$ cat config.mk
export PLATFORM = sky130hd
export DESIGN_NAME = dmux_n_way_stream
export DESIGN_NICKNAME = d
export VERILOG_FILES = /design/src/rtl/dmux_stream_pkg.sv /design/src/rtl/dmux_stream_slot.sv /design/src/rtl/dmux_n_way_stream.sv
export SDC_FILE = /design/constraint.sdc
export NUM_CORES = 1
export LEC_CHECK = 0
export BUFFER_PORTS_ARGS = -buffer_cell sky130_fd_sc_hd__buf_2
export CORE_MARGIN = 5
export CORE_UTILIZATION = 40
export CTS_CLUSTER_DIAMETER = 200
export DETAILED_ROUTE_END_ITERATION = 8
export PLACE_DENSITY = 0.62
export SLEW_MARGIN = 20
export SYNTH_ARGS = -nofsm -noshare
export SYNTH_HDL_FRONTEND = slang
export SYNTH_SLANG_ARGS = --single-unit
$ cat constraint.sdc
create_clock -name clk -period 2.6 [get_ports clk]
set_clock_uncertainty 0.15 [all_clocks]
set_input_delay 0.26 -clock clk [delete_from_list [all_inputs] [get_ports clk]]
set_output_delay 0.26 -clock clk [all_outputs]
set_load 0.01 [all_outputs]
$ cat src/rtl/dmux_stream_pkg.sv
// Shared types for the N-way valid/ready stream demultiplexer.
package dmux_stream_pkg;
  typedef enum logic [0:0] {IDLE = 1'b0, BURST = 1'b1} dmux_state_t;
  localparam int DROP_CNT_W = 16;
endpackage

$ cat src/rtl/dmux_stream_slot.sv
// One-entry output register slot: holds data/last/valid, loads from the router
// and drains to its consumer independently of the other slots.
module dmux_stream_slot
  import dmux_stream_pkg::*;
#(
  parameter int WIDTH = 16
) (
  input  logic             clk,
  input  logic             rst_n,
  input  logic             load,
  input  logic [WIDTH-1:0] load_data,
  input  logic             load_last,
  output logic             can_load,
  input  logic             out_ready,
  output logic             out_valid,
  output logic [WIDTH-1:0] out_data,
  output logic             out_last
);
  logic             valid_q, valid_d;
  logic [WIDTH-1:0] data_q, data_d;
  logic             last_q, last_d;

  // A load in the same cycle as a drain wins, so the slot stays full with new data.
  always_comb begin
    valid_d = valid_q;
    data_d  = data_q;
    last_d  = last_q;
    if (load) begin
      valid_d = 1'b1;
      data_d  = load_data;
      last_d  = load_last;
    end else if (valid_q && out_ready) begin
      valid_d = 1'b0;
    end
  end

  always_ff @(posedge clk) begin
    if (!rst_n) begin
      valid_q <= 1'b0;
      data_q  <= '0;
      last_q  <= 1'b0;
    end else begin
      valid_q <= valid_d;
      data_q  <= data_d;
      last_q  <= last_d;
    end
  end

  assign can_load  = !valid_q || out_ready;
  assign out_valid = valid_q;
  assign out_data  = data_q;
  assign out_last  = last_q;
endmodule

$ cat src/rtl/dmux_n_way_stream.sv
// Packet-locked 1-to-CHANNELS stream demultiplexer with registered outputs.
// Optional drop counter enabled by defining DMUX_N_WAY_STREAM_DROP_CNT_EN.
module dmux_n_way_stream
  import dmux_stream_pkg::*;
#(
  parameter int WIDTH    = 16,
  parameter int CHANNELS = 4,
  parameter int SEL_W    = $clog2(CHANNELS)
) (
  input  logic                      clk,
  input  logic                      rst_n,
  input  logic                      in_valid,
  output logic                      in_ready,
  input  logic [WIDTH-1:0]          in_data,
  input  logic [SEL_W-1:0]          in_select,
  input  logic                      in_last,
  output logic [CHANNELS-1:0]       out_valid,
  input  logic [CHANNELS-1:0]       out_ready,
  output logic [CHANNELS*WIDTH-1:0] out_data,
  output logic [CHANNELS-1:0]       out_last
`ifdef DMUX_N_WAY_STREAM_DROP_CNT_EN
  ,
  output logic [DROP_CNT_W-1:0]     drop_count
`endif
);
  localparam logic [SEL_W:0] CH_LIMIT = (SEL_W+1)'(CHANNELS);

  dmux_state_t         state_q, state_d;
  logic [SEL_W-1:0]    route_q, route_d, eff_route;
  logic                route_bad_q, route_bad_d, eff_bad, sel_bad, accept;
  logic [CHANNELS-1:0] slot_can_load, slot_load;

  // The select is only meaningful on the first beat; mid-packet the latched route rules.
  assign sel_bad   = ({1'b0, in_select} >= CH_LIMIT);
  assign eff_route = (state_q == IDLE) ? in_select : route_q;
  assign eff_bad   = (state_q == IDLE) ? sel_bad : route_bad_q;
  assign in_ready  = eff_bad | slot_can_load[eff_route];
  assign accept    = in_valid && in_ready;

  always_comb begin
    state_d     = state_q;
    route_d     = route_q;
    route_bad_d = route_bad_q;
    if (accept) begin
      if (state_q == IDLE) begin
        route_d     = in_select;
        route_bad_d = sel_bad;
        if (!in_last) state_d = BURST;
      end else if (in_last) begin
        state_d = IDLE;
      end
    end
  end

  always_ff @(posedge clk) begin
    if (!rst_n) begin
      state_q     <= IDLE;
      route_q     <= '0;
      route_bad_q <= 1'b0;
    end else begin
      state_q     <= state_d;
      route_q     <= route_d;
      route_bad_q <= route_bad_d;
    end
  end

  for (genvar gi = 0; gi < CHANNELS; gi++) begin : g_slot
    assign slot_load[gi] = accept && !eff_bad && (eff_route == SEL_W'(gi));

    dmux_stream_slot #(.WIDTH(WIDTH)) u_slot (
      .clk       (clk),
      .rst_n     (rst_n),
      .load      (slot_load[gi]),
      .load_data (in_data),
      .load_last (in_last),
      .can_load  (slot_can_load[gi]),
      .out_ready (out_ready[gi]),
      .out_valid (out_valid[gi]),
      .out_data  (out_data[gi*WIDTH +: WIDTH]),
      .out_last  (out_last[gi])
    );
  end

`ifdef DMUX_N_WAY_STREAM_DROP_CNT_EN
  logic [DROP_CNT_W-1:0] drop_q, drop_d;

  always_comb begin
    drop_d = drop_q;
    if (accept && eff_bad && (drop_q != {DROP_CNT_W{1'b1}})) drop_d = drop_q + DROP_CNT_W'(1);
  end

  always_ff @(posedge clk) begin
    if (!rst_n) drop_q <= '0;
    else        drop_q <= drop_d;
  end

  assign drop_count = drop_q;
`endif
endmodule
==> results of run 1 <==
sequential cells by signal (all words and copies together), names as in the netlist:
name                     count
state_q                      1
g_slot.u_slot.out_valid      4
g_slot.u_slot.out_data      64
g_slot.u_slot.out_last       4
route_bad_q                  1
route_q                      2
tightest hold or removal path: stages:
cell     delay [ns]
buf_2          0.11
mux2i_1        0.07
nor2b_1        0.09
cell usage in the layout, fill, tap and decap left out, types with 3 or more instances in the layout:
cell        count
buf_2          98
a21boi_1        4
a31oi_1         3
mux2i_1        71
clkinvlp_4      3
a21oi_1         3
dfxtp_1        75
nor2b_1        68
nand2b_1        6
clkbuf_8        9
buf_4           3
nand2_1         6
kinds of logic (layout without fill, tap and decap cells):
| logic type | count (synthesis) | in the layout | share of synthesized area |
|---|---|---|---|
| AOI/OAI and AO/OA | 18 | 18 | 0.0435 |
| buffers and inverters | 25 | 119 | 0.0523 |
| DFF | 76 | 76 | 0.485 |
| muxes | 75 | 75 | 0.250 |
| and+or+nand+nor | 88 | 88 | 0.169 |
synth_stat cells (all sizes together), types with 2 or more instances:
library cell	number
clkbuf	9
nor2b	68
nand3	2
nand2b	6
a21boi	6
mux2i	73
nor2	2
a31oi	3
o211ai	2
dfxtp	76
o21ai	2
nand2	6
a21oi	5
buf	15
through the flow:
| step | area [um2] | hold slack, ns | setup WS (ns) | util |
|---|---|---|---|---|
| global route | 3830 | 0.0724 | 0.0515 | 0.498 |
| global placement | 3640 | 0.320 | 0.135 | 0.473 |
| finish | 3830 | 0.0723 | 0.194 | 0.498 |
| floorplan | 3140 | 0.276 | 0.697 | - |
| CTS | 3830 | 0.0574 | 0.0300 | 0.498 |
| detailed placement | 3640 | 0.323 | 0.113 | 0.473 |
final cells by class:
type / instances / area [um2]
sequential: 76 / 1520
timing repair buffer: 102 / 533
tap: 102 / 128
multi-input combinational: 181 / 1450
inverter: 1 / 3.75
clock inverter: 5 / 61.3
fill: 750 / 3860
clock buffer: 11 / 131
metal layers:
layer  vias to the layer above  part of all wire  routed length [um]
met3                        10             0.057                 401
met5                         -                 0                   0
met1                      1046              0.46                3240
li1                       1121                 -                   -
met4                         0             0.010                  70
met2                        63              0.47                3300
worst max path at each step:
stage | from | endpoint | slack, ns | depth (start not counted)
after floorplan | state_q | g_slot[0].u_slot.out_data[10] | 0.70 | 7
after global placement | state_q | g_slot[0].u_slot.out_data[8] | 0.14 | 5
after detailed placement | state_q | g_slot[0].u_slot.out_data[5] | 0.11 | 5
after CTS | state_q | in_ready | 0.03 | 6
after global routing | state_q | in_ready | 0.05 | 6
final | state_q | in_ready | 0.19 | 6
where the power goes:
part / internal (uW) / switching (uW)
clock: 447 / 426
combinational: 147 / 159
sequential: 1210 / 30.5
total: 1810 / 615
==> metrics.md, run 1 <==
| Metric | Value |
|---|---|
| Status | completed |
| R2r setup slk | 0.29 ns |
| DRT antenna net count | 0 |
| DR iter-0 viols | 46 |
| Max Cap Viol | 0 |
| Synth warn | 0 |
| Mapped cell area | 3140 um2 |
| Seq/Total Area, Yosys | 0.485 |
| Initial Util | 0.408 |
| Via density | 4.69 |
| Clock buffer depth | 2 |
| Fin nets | 397 |
| Hold_sp | in_data[2] |
| Grt total ovfl | 0 |
| Min-Delay Path Class | primary input to register |
| Leakage | 0.00180 uW |
| Slew Limit Fails | 0 |
| Drt drc | 0 |
| Worst vdd rail ir drop | 0.300 mV |
| DR vias | 2240 |
| Number of synthesized flops with an enable pin | 0 |
| CP cell instances | mux2i_2 -> mux2i_1 -> nand2_1 -> nor2_1 -> a31oi_1 -> buf_2 |
| Post_cts resized | 0 |
| Met2 usage | 0.231 |
| Num CTS Buffers | 9 |
| Synth area leaders | dfxtp_1 49%, mux2i_1 23%, nor2b_1 14%, buf_4 2.4%, nand2b_1 1.2% |
| Power consumption | 2420 uW |
| Final min period | 2.41 ns |
| Worst R2R Start | state_q |
| Worst path arrival time | 2.00 ns |
| Reg2reg end | g_slot[0].u_slot.out_data[13] |
| Vias in the first global route | 2180 |
| Sink Count | 76 |
| Grt peak-use layer | met2 |
| Synth Area per Inst | 11.1 um2 |
| Pwr per Cell Area | 633 nW/um2 |
| First-pass GRT wire length | 11300 um |
| CP bufs+invs | 1 |
| Share of cells above drive strength 1 | 0.330 |
| Reg2reg path depth | 5 |
| H-tree depth | 3 |
| Worst path slowest cell | dfxtp_2 |
| PortBufs | 98 |
| Ys flop type | dfxtp_1 |
| WHS Endpoint | g_slot[3].u_slot.out_data[2] |
| Post-Layout Cell Count | 478 |
| Wire per inst | 14.7 um |
| Critical path class | register to output port |
| DRT Pass-1 Iters | 4 |
| CTS Root Cell | clkbuf_8 |
| Final hold violations | 0 |
| Core Footprint | 7690 um2 |
| Actual slew at the worst max-slew pin | 0.838 ns |
| Detail Placement HPWL | 4900 um |
| GR Util met3 | 0.0425 |
| GRT met1 Usage | 0.183 |
| Setup TNS | 0 ns |
| Crit path capture type | output port |
| # setup viols final | 0 |
| RePlAce Congestion | 0.822 |
| Ant diodes | 0 |
| Drt total wl | 7010 um |
| WHS Path Cells | 3 |
| CP required | 2.19 ns |
| Crit start category | register |
| Clock insertion delay at the later pin of the skew report | 0.34 ns |
| Die W | 98.5 um |
| Synth cell types | 29 |
| Synth Instances | 282 |
| Largest net degree at the start of global routing | 50 |
| Async SR Flop Fraction | 0 |
| Hold_buf cts | 0 |
| Critical Path Fanout Max | 11 |
| CP top delay family | multiplexers |
| RSZ-0062 raised after global routing | false |
| Clock Pin Slew Worst Setup and Hold Paths | 0.08 ns |
| Period utilization | 0.925 |
| Slew Limit Headroom | 0.440 |
| DIE HEIGHT | 98.5 um |
| Std cell rows | 32 |
| Top-area cell type share of the netlist area | 0.485 |
| Placed Cells | 462 |
| Gr usage total | 0.145 |
| Leading area contributor after synthesis | dfxtp_1 |
| Max incr delay on CP | 0.47 ns |
| Syn nets | 308 |
| Initial antenna violation count | 0 |
| #FFs+latches synth | 76 |
| # IOs | 99 |
| Area Growth Syn to Fin | 22.1% |
| Post-CTS setup buffers | 0 |
| Fmax | 0.416 GHz |
| CTS tree | done |
| Total die area | 9710 um2 |
Note: power is estimated with default switching activity, not from simulation.
==> run 2: changes to the inputs <==
RECOVER_POWER = 50   (was not set)
==> run 2 against run 1 <==
Net effect:
- sequential power hardly changed
- clock-buffer cell count unchanged
- highest routed layer unchanged
- critical endpoint unchanged
- clock power hardly changed
- hold slack about the same
- combinational power fell by 5%
- cell count unchanged
- largest power group unchanged
- register-to-register slack is essentially flat
==> metrics.md, run 2 (synthesized netlist as in run 1, its figures left out) <==
| Metric | Value |
|---|---|
| Status | completed |
| Placed Cells | 462 |
| RePlAce Congestion | 0.822 |
| Clock insertion delay at the later pin of the skew report | 0.34 ns |
| Crit path capture type | output port |
| Filler instances | 772 |
| R2r setup slk | 0.30 ns |
| DRT Pass-1 Iters | 4 |
| # setup viols final | 0 |
| Ant diodes | 0 |
| DR iter-0 viols | 40 |
| Std cell rows | 32 |
| Core Footprint | 7690 um2 |
| DR vias | 2235 |
| Leakage | 0.00149 uW |
| Worst path slowest cell | dfxtp_2 |
| Drt drc | 0 |
| CTS tree | done |
| Max Cap Viol | 0 |
| CP required | 2.19 ns |
| PortBufs | 98 |
| Min-Delay Path Class | primary input to register |
| Fmax | 0.417 GHz |
| Pwr per Cell Area | 646 nW/um2 |
| DRT antenna net count | 0 |
| CP cell instances | mux2i_2 -> mux2i_1 -> nand2_1 -> nor2_1 -> a31oi_1 -> buf_2 |
| Critical path class | register to output port |
| RSZ-0062 raised after global routing | false |
| Clock buffer depth | 2 |
| Register area | 1520 um2 |
| First-pass GRT wire length | 11300 um |
| Final min period | 2.40 ns |
| Worst vdd rail ir drop | 0.300 mV |
| Grt total ovfl | 0 |
| Share of cells above drive strength 1 | 0.136 |
| Actual slew at the worst max-slew pin | 0.845 ns |
| Hold_buf cts | 0 |
| Post-Layout Cell Count | 478 |
| Crit start category | register |
| Design Area, Final | 3740 um2 |
| Fin nets | 397 |
| Sink Count | 76 |
| Critical Path Fanout Max | 11 |
| Max incr delay on CP | 0.47 ns |
| Gr usage total | 0.145 |
| Area Growth Syn to Fin | 19.2% |
| Initial Util | 0.408 |
| Period utilization | 0.921 |
| Clock Pin Slew Worst Setup and Hold Paths | 0.08 ns |
| Num CTS Buffers | 9 |
| DIE HEIGHT | 98.5 um |
| DP Area | 3640 um2 |
| Commonest non-fill, non-tap cell in the layout | dfxtp_1 |
| Post_cts resized | 0 |
| Drt total wl | 7020 um |
| Initial antenna violation count | 0 |
| Number of flip-flops in the largest register | 64 |
| Die W | 98.5 um |
| CTS Root Cell | clkbuf_8 |
| Power consumption | 2410 uW |
| Multi-input gate area | 1450 um2 |
| Via density | 4.68 |
| Total die area | 9710 um2 |
| Wire per inst | 14.7 um |
| Fin util | 0.486 |
| Largest net degree at the start of global routing | 50 |
| Detail Placement HPWL | 4900 um |
| Final hold violations | 0 |
| Slew Limit Fails | 0 |
| Slew Limit Headroom | 0.435 |
| Setup TNS | 0 ns |
| Most frequent cells in the layout | 75 x dfxtp_1, 74 x clkbuf_1, 71 x mux2i_1, 68 x nor2b_1, 26 x buf_2 |
| Worst path arrival time | 1.99 ns |
| Post-CTS setup buffers | 0 |
| Vias in the first global route | 2180 |
| # IOs | 99 |
| H-tree depth | 3 |
-- run 2: cell count changes in the layout (fill, tap and decap cells not counted) --
cell,delta
mux2_4,-1
clkbuf_1,+72
buf_2,-72
mux2_1,+1
-- run 2: through the flow --
stage | hold slack, ns | setup slack [ns]
3_5_place_dp | 0.323 | 0.113
2_1_floorplan | 0.276 | 0.697
6_report | 0.0727 | 0.204
3_3_place_gp | 0.320 | 0.135
5_1_grt | 0.0724 | 0.0592
4_1_cts | 0.0574 | 0.0300
-- run 2: cell type report --
cell class | count | share of cell area
flip-flops and latches | 76 | 0.408
well taps | 102 | 0.0342
clock inverters | 5 | 0.0164
multi-input cells | 181 | 0.387
inverters | 1 | 0.00100
repair buffers | 102 | 0.119
clock buffers | 11 | 0.0352
-- run 2: worst paths after layout --
kind,from,to,cells after the start
worst max register to register,state_q,g_slot[0].u_slot.out_data[13],5
worst max-delay path,state_q,in_ready,6
worst min register to register,route_bad_q,route_bad_q,2
worst min-delay path,in_data[2],g_slot[3].u_slot.out_data[2],3
-- run 2: layer usage --
| layer | wire (um) | up-vias | global-route usage |
|---|---|---|---|
| li1 | - | 1121 | - |
| met1 | 3250 | 1044 | 0.183 |
| met2 | 3320 | 61 | 0.231 |
| met3 | 393 | 9 | 0.0425 |
| met4 | 65 | 0 | 0.0630 |
| met5 | 0 | - | 0 |
-- run 2: where the power goes --
part	switching (uW)	internal (uW)	total (uW)	leakage [uW]
sequential	31.7	1210	1250	0.000618
clock	426	447	873	0.0000862
combinational	159	134	292	0.000789
-- run 2: worst max-delay path: cells and delay by family (launching register included) --
kind                   cells  cell delay, ns
multiplexers               2            0.73
buffers and inverters      1            0.16
flip-flops                 1            0.47
AO/OA/AOI/OAI              1            0.05
AND/OR/NAND/NOR            2            0.25
==> run 3: changes to the inputs <==
ABC_AREA = 1   (was not set)
PLACE_DENSITY = 0.61   (was 0.62)
==> run 3 against run 2 <==
Net effect:
- critical endpoint is now g_slot[0].u_slot.out_data[0]
- maximum frequency up 11%
- largest cell class unchanged
- utilization down 0.76 points
- sequential cell count unchanged
==> metrics.md, run 3 <==
| Metric | Value |
|---|---|
| Status | completed |
| Sequential power share | 0.448 |
| Post-synthesis compound-gate area fraction | 0.0132 |
| Drt total wl | 7780 um |
| Fmax | 0.465 GHz |
| Num CTS Buffers | 9 |
| Initial Util | 0.407 |
| Hold_buf cts | 0 |
| Worst path slowest cell | dfxtp_1 |
| Leakage | 0.00208 uW |
| Area Growth Syn to Fin | 17.5% |
| DIE HEIGHT | 101 um |
| Max Cap Viol | 0 |
| Logic gate share of total power | 0.177 |
| # IOs | 99 |
| Post-synthesis adder-cell area fraction | 0 |
| Post-Layout Cell Count | 691 |
| Number of synthesized flops with an enable pin | 0 |
| Synth warn | 0 |
| Slew Limit Headroom | 0.635 |
| Crit start category | register |
| Final hold violations | 0 |
| Initial antenna violation count | 0 |
| Synth cell types | 16 |
| Fin nets | 607 |
| CP dominant cell by count | nand2_1 |
| Largest net degree at the start of global routing | 74 |
| CP required | 2.72 ns |
| First-pass GRT wire length | 13000 um |
| DR iter-0 viols | 103 |
| Crit path capture type | register |
| Std cell rows | 33 |
| Pwr per Cell Area | 758 nW/um2 |
| Slew Limit Fails | 0 |
| Critical path class | register to register |
| Synth cell count leaders | 149 x nand2_1, 144 x nor2_1, 78 x inv_1 |
| Gr usage total | 0.158 |
| DRT antenna net count | 0 |
| Vias in the first global route | 2831 |
| RSZ-0062 raised after global routing | false |
| Syn nets | 526 |
| Synth Area per Inst | 6.66 um2 |
| Simple-Gate Fraction of Synth Area | 0.376 |
| Number of flip-flops in the largest register | 64 |
| DRT Pass-1 Iters | 4 |
| Min Hold Slack | 0.0480 ns |
| Seq/Total Area, Yosys | 0.457 |
| H-tree depth | 3 |
| Top-area cell type share of the netlist area | 0.457 |
| Synth area leaders | dfxtp_1 46%, nand2_1 17%, nor2_1 16%, inv_1 8.8%, buf_6 2.7% |
| Post-CTS setup buffers | 0 |
| Largest family of logic cells by synthesized area | simple AND/OR/NAND/NOR gates |
| Die W | 101 um |
| Commonest non-fill, non-tap cell in the layout | nand2_1 |
| Switching part of the total | 0.281 |
| CP cell instances | nand2_2 -> nand2_1 -> nand2_1 -> nand2_1 -> nand2_1 -> nand2_4 -> nand4_4 -> nand2_1 -> nand2_1 -> nor2_1 |
| Ant diodes | 0 |
| Synth Instances | 500 |
| Total die area | 10200 um2 |
| Actual slew at the worst max-slew pin | 0.547 ns |
| Leading area contributor after synthesis | dfxtp_1 |
| Detail Placement HPWL | 5350 um |
| Critical Path Fanout Max | 35 |
| PortBufs | 98 |
| CTS tree | done |
| XOR/XNOR Fraction of Synth Area | 0 |
| Fin util | 0.478 |
| Setup TNS | 0 ns |
| Via density | 4.27 |
| CTS Root Cell | clkbuf_8 |
| Count leader, synth | nand2_1 |
| Most frequent cells in the layout | 151 x nand2_1, 144 x nor2_1, 78 x inv_1, 76 x dfxtp_1, 73 x clkbuf_1 |
| Clock Pin Slew Worst Setup and Hold Paths | 0.08 ns |
| Switching power | 832 uW |
| R2r setup slk | 0.45 ns |
| Wire per inst | 11.3 um |
| Clock share of power | 0.375 |
| Power consumption | 2960 uW |
| # setup viols final | 0 |
| Clock buffer depth | 2 |
| Async SR Flop Fraction | 0 |
| Final min period | 2.15 ns |
| Grt total ovfl | 0 |
| Worst path arrival time | 2.27 ns |
| Mapped cell area | 3330 um2 |
| Placed Cells | 675 |
| Post_cts resized | 0 |
| Drt drc | 0 |
| Min-Delay Path Class | primary input to register |
| Share of cells above drive strength 1 | 0.0887 |
| Int Pwr | 2130 uW |
| Worst vdd rail ir drop | 0.263 mV |
| Max incr delay on CP | 0.43 ns |
| DR vias | 2953 |
| Sink Count | 76 |
| CP bufs+invs | 0 |
| Period utilization | 0.827 |
| Clock insertion delay at the later pin of the skew report | 0.34 ns |
| Mux share of post-synthesis cell area | 0 |
| #FFs+latches synth | 76 |
| RePlAce Congestion | 0.820 |
| CP top delay family | simple AND/OR/NAND/NOR gates |
| Core Footprint | 8180 um2 |
| Ys flop type | dfxtp_1 |
## run 3: routing by layer
metal / wire [um] / track usage
met5: 0 / 0
met4: 92 / 0.0552
met3: 625 / 0.0537
met2: 3650 / 0.262
met1: 3410 / 0.192
## run 3: worst paths after layout
kind	start	endpoint	cells past startpoint
max reg2reg	state_q	g_slot[0].u_slot.out_data[0]	10
min reg2reg	route_bad_q	route_bad_q	2
min	in_data[5]	g_slot[1].u_slot.out_data[5]	3
max	state_q	g_slot[0].u_slot.out_data[0]	10
## run 3: worst min-delay path, delay by kind of cell
family                 cells  cell delay, ns
buffers and inverters      1            0.11
and+or+nand+nor            2            0.13
## run 3: metrics by stage
step	setup WS, ns	instance area (um2)
after floorplan	0.988	3330
after global placement	0.628	3760
after detailed placement	0.576	3760
after CTS	0.502	4010
after global routing	0.221	3910
final	0.450	3910
## run 3: power by group through the flow
stage | clock network, uW | registers (uW) | logic (uW)
2_1_floorplan | 0 | 1390 | 355
3_3_place_gp | 0 | 1350 | 544
3_5_place_dp | 0 | 1350 | 558
4_1_cts | 1140 | 1330 | 561
5_1_grt | 1190 | 1340 | 611
6_report | 1110 | 1330 | 523
## run 3: area by class of cell
| type | instances | area [um2] |
|---|---|---|
| Clock buffer | 12 | 155 |
| Clock inverter | 4 | 95.1 |
| Fill cell | 894 | 4260 |
| Inverter | 79 | 297 |
| Multi-Input combinational cell | 316 | 1290 |
| Sequential cell | 76 | 1520 |
| Tap cell | 105 | 131 |
| Timing Repair Buffer | 99 | 420 |
## run 3: logic make-up (layout without fill, tap and decap cells)
logic type,after synthesis,after routing
buffers and inverters,108,194
AOI/OAI and AO/OA,8,8
and+or+nand+nor,308,308
DFF,76,76
